### src/rtl/bit_serial_adder.sv
`default_nettype none
// +------------------------------------------------------------------------+
// | Module   : bit_serial_adder                                            |
// | Desc     : WIDTH-cycle LSB-first serial adder with one gate-level FA.  |
// | Revision : 1.0                                                         |
// +------------------------------------------------------------------------+
module bit_serial_adder #(
  parameter int WIDTH = 4
) (
  input  logic             clk,
  input  logic             reset_n,
  input  logic             start,
  input  logic [WIDTH-1:0] a,
  input  logic [WIDTH-1:0] b,
  input  logic             ci,
  output logic [WIDTH-1:0] s,
  output logic             co,
  output logic             busy,
  output logic             done
);

  localparam int              c_cnt_w = (WIDTH > 1) ? $clog2(WIDTH) : 1;
  localparam logic [c_cnt_w-1:0] c_last = c_cnt_w'(WIDTH - 1);

  localparam logic [1:0] c_st_idle = 2'd0;
  localparam logic [1:0] c_st_add  = 2'd1;
  localparam logic [1:0] c_st_done = 2'd2;

  logic [1:0]         r_state;
  logic [1:0]         w_state_nxt;
  logic [WIDTH-1:0]   r_sa;
  logic [WIDTH-1:0]   r_sb;
  logic [WIDTH-1:0]   r_sr;
  logic               r_c;
  logic [c_cnt_w-1:0] r_cnt;

  logic w_p;
  logic w_g;
  logic w_t;
  logic w_sum;
  logic w_cout;

  // Single full-adder slice from 2-input gates only
  xor u_xor_p   (w_p,    r_sa[0], r_sb[0]);
  xor u_xor_s   (w_sum,  w_p,     r_c);
  and u_and_g   (w_g,    r_sa[0], r_sb[0]);
  and u_and_t   (w_t,    r_c,     w_p);
  or  u_or_cout (w_cout, w_g,     w_t);

  always_ff @(posedge clk or negedge reset_n) begin
    if (!reset_n) begin
      r_state <= c_st_idle;
    end else begin
      r_state <= w_state_nxt;
    end
  end

  always_comb begin
    w_state_nxt = c_st_idle;
    case (r_state)
      c_st_idle: w_state_nxt = start ? c_st_add : c_st_idle;
      c_st_add:  w_state_nxt = (r_cnt == c_last) ? c_st_done : c_st_add;
      c_st_done: w_state_nxt = c_st_idle;
      default:   w_state_nxt = c_st_idle;
    endcase
  end

  always_comb begin
    busy = (r_state == c_st_add);
    done = (r_state == c_st_done);
  end

  always_ff @(posedge clk or negedge reset_n) begin
    if (!reset_n) begin
      r_sa  <= '0;
      r_sb  <= '0;
      r_sr  <= '0;
      r_c   <= 1'b0;
      r_cnt <= '0;
      s     <= '0;
      co    <= 1'b0;
    end else begin
      case (r_state)
        c_st_idle: begin
          if (start) begin
            r_sa  <= a;
            r_sb  <= b;
            r_c   <= ci;
            r_cnt <= '0;
          end
        end
        c_st_add: begin
          r_sr  <= {w_sum, r_sr[WIDTH-1:1]};
          r_sa  <= {1'b0, r_sa[WIDTH-1:1]};
          r_sb  <= {1'b0, r_sb[WIDTH-1:1]};
          r_c   <= w_cout;
          r_cnt <= r_cnt + 1'b1;
          // Final bit: publish the fully assembled sum in the same edge
          if (r_cnt == c_last) begin
            s  <= {w_sum, r_sr[WIDTH-1:1]};
            co <= w_cout;
          end
        end
        default: ;
      endcase
    end
  end

endmodule
`default_nettype wire

### config.mk
export PLATFORM = sky130hd
export DESIGN_NAME = bit_serial_adder
export DESIGN_NICKNAME = d
export VERILOG_FILES = /design/src/rtl/bit_serial_adder.sv
export SDC_FILE = /design/constraint.sdc
export NUM_CORES = 1
export LEC_CHECK = 0
export ABC_AREA = 1
export CORE_MARGIN = 8
export CORE_UTILIZATION = 44
export DETAILED_ROUTE_END_ITERATION = 8
export HOLD_SLACK_MARGIN = 0.05
export PLACE_DENSITY = 0.79
export SYNTH_ARGS = -nofsm -noshare
export SYNTH_HDL_FRONTEND = slang
export SYNTH_SLANG_ARGS = --single-unit
### constraint.sdc
create_clock -name clk -period 1.21 [get_ports clk]
set_input_delay 0.363 -clock clk [delete_from_list [all_inputs] [get_ports clk]]
set_output_delay 0.363 -clock clk [all_outputs]
set_load 0.05 [all_outputs]
==> impl_metrics.toml <==
[worst_setup_path]
crit_path_end_kind = "output port"
r2r-end = "r_sb[3]$_DFFE_PN0P_"
cp-endpoint = "done"
r2r_start = "r_state[0]$_DFF_PN0_"
cp-start-kind = "register"
cp.arrival_ns = 1.07
cp_max_fo = 2
crit_path_start = "r_state[0]$_DFF_PN0_"
r2r_slack_ns = -0.05
r2r_cells = 6
required_ns = 0.85
path_class = "reg -> out"

[synthesis]
synth.net_count = 126
synth.top_cells.by_area = "dfrtp_1, nand2_1, o21ai_1, buf_6, nand3_1"
synth-seq-area-share_pct = 54.19
ys_types = 14
synth_seq_cells = 21
netlist_area_sq_um = 969.7
synth_top_area_share_pct = 54.19
yosysTopAreaCell = "dfrtp_1"
yosysWarnings = 0
syn_avg_cell_area_sq_um = 8.658
syn_inst = 112

[placed_design]
dp_hpwl_microns = 1475
placed_cell_area_sq_um = 1270
io_buffers = 18
gp_congestion = 0.7869

[floorplan]
die_area_sq_um = 3962
start_util_pct = 45.14
rows = 17
fp.dieH_microns = 62.95
die_w_microns = 62.95
core_sq_um = 2148
io_pins = 19

[sta]
worst_pin_slew_ns = 0.2443
fmax_ghz = 0.6976
hold_viol = 0
fin_crit_ns = 1.433
slew_headroom_pct = 83.65
setup_viol = 18
timing.final.ws_setup_ns = -0.2234
slew_violations = 0
fin_crit_sh_pct = 118.5
fin_worst_skew_ns = 0.002718
rsz0062_at_grt = "true"

[drt]
drc = 0
viasPerCell = 4.863
drt_iter0_markers = 21
wl_per_cell_microns = 12.96
num_vias = 817
wirelength_microns = 2177
ant_nets = 0
drtPass1Iterations = 4

[power_and_ir_drop]
power_density_nw_per_um2 = 2774
ir_drop_mv = 1.875
p_leak_nw = 0.7037

[global_routing]
grt_usage_pct = 11.35
grt_use_met3_pct = 4.301
overflow = 0
top_usage_layer = "met2"
grt_pass1_vias = 891
grt_max_degree = 22
grt_pass1_wl_microns = 3815
grt_antenna_before_repair = 0
gr-usage-met2_pct = 17.93
grtUsageMet1_pct = 13.57

[clocking]
htreeDepth = 1
ctsHoldBuffers = 0
clkTransAtPathRegs_ns = 0.12
cts_buffers = 3
cts_max_path_buffers = 2
clk_latency_ns = 0.29
cts_tree = "yes"
cts.sinks = 21
cts-root-buf = "clkbuf_4"

[final_layout]
final_nets = 155
fillers = 162
final_util_pct = 65.58
syn_to_final_growth_pct = 45.29
fin_area_sq_um = 1409
final_cell_mix = "nand2_1, dfrtp_1, clkdlybuf4s50_1"
multi_input_area_sq_um = 432.9
n_antenna_cell = 0
final_common_cell = "nand2_1"
drive_above_1_share_pct = 29.29
regArea_sq_um = 526.8

[run]
max_cap_viol_count = 0

[status]
status = "complete, but fails checks"
violations = "negative setup slack"

[hold_path]
min_path_type = "in -> async"
-- repair_timing --
item / CTS / global route
endpoints found under the hold margin: 0 / 0
resized for setup: 10 / 14
endpoints found under the setup margin: 10 / 22
gates cloned: 1 / 0
pin swaps: 7 / 7
setup buffers: 3 / 1
-- flip-flops by register name, summed over array words and instances, names as in the netlist --
register  count
s             4
r_cnt         2
r_c           1
r_sb          4
r_sr          3
co            1
r_sa          4
r_state       2
-- layout make-up --
cell class	count	area share, %
Clock buffer	4	1.865
Inverter	9	2.753
Multi-Input combinational cell	79	30.73
Sequential cell	21	37.39
Tap cell	28	2.487
Timing Repair Buffer	27	24.78
-- critical path, cell delays in order (launching register included) --
cell and delay, ns:
dfrtp_1 0.42, buf_6 0.13, nor2_4 0.09, buf_12 0.14
-- how the worst min path moves through the flow --
stage | depth (start not counted) | endpoint | from | slack, ns
global route | 2 | r_sb[3]$_DFFE_PN0P_ | reset_n | 0.40
global placement | 2 | r_cnt[1]$_DFFE_PN0P_ | r_cnt[1]$_DFFE_PN0P_ | 0.46
detailed placement | 2 | s[0]$_DFFE_PN0P_ | r_sr[1]$_DFFE_PN0N_ | 0.47
floorplan | 0 | co$_DFFE_PN0P_ | reset_n | 0.07
finish | 2 | r_sb[0]$_DFFE_PN0P_ | reset_n | 0.40
CTS | 2 | r_sb[1]$_DFFE_PN0P_ | reset_n | 0.41
-- synth_stat cells --
master	n
buf_6	4
dfrtp_1	21
fa_1	1
ha_1	1
inv_1	6
inv_2	3
nand2_1	53
nand2_2	1
nand2_4	1
nand3_1	8
nor2_1	1
nor2_2	1
o21ai_1	10
o21ai_4	1
-- kinds of logic (layout without fill, tap and decap cells) --
kind of cell / Yosys count / count (layout) / synth area share [%]
compound gates: 11 / 11 / 6.839
simple gates: 65 / 66 / 27.48
buf+inv: 13 / 40 / 8.128
flops: 21 / 21 / 54.19
fa+ha+maj: 2 / 2 / 3.355
-- where the power goes --
part,switching (mW),total [mW],internal (mW)
combinational,1.30,2.33,1.03
clock,0.203,0.332,0.128
sequential,0.239,1.25,1.01
-- per-stage QoR --
step | total power, mW | hold WS [ns] | worst slack, ns | std cells | TNS (ns)
after floorplan | 2.462 | 0.06741 | -0.1491 | 112 | -0.9078
after global placement | 3.129 | 0.4583 | -0.1500 | 160 | -1.490
after detailed placement | 3.179 | 0.4702 | -0.1918 | 160 | -2.048
after CTS | 3.764 | 0.4054 | -0.2225 | 168 | -0.6794
after global routing | 4.176 | 0.3974 | -0.2610 | 168 | -1.901
final | 3.909 | 0.4040 | -0.2234 | 168 | -0.9894
-- routing by layer --
layer | vias to the layer above | wire, microns | share of wire [%]
li1 | 405 | - | -
met1 | 383 | 1010 | 46
met2 | 27 | 1015 | 47
met3 | 2 | 143 | 6.6
met4 | 0 | 8 | 0.37
met5 | - | 0 | 0
(Power assumes the default switching activity.)
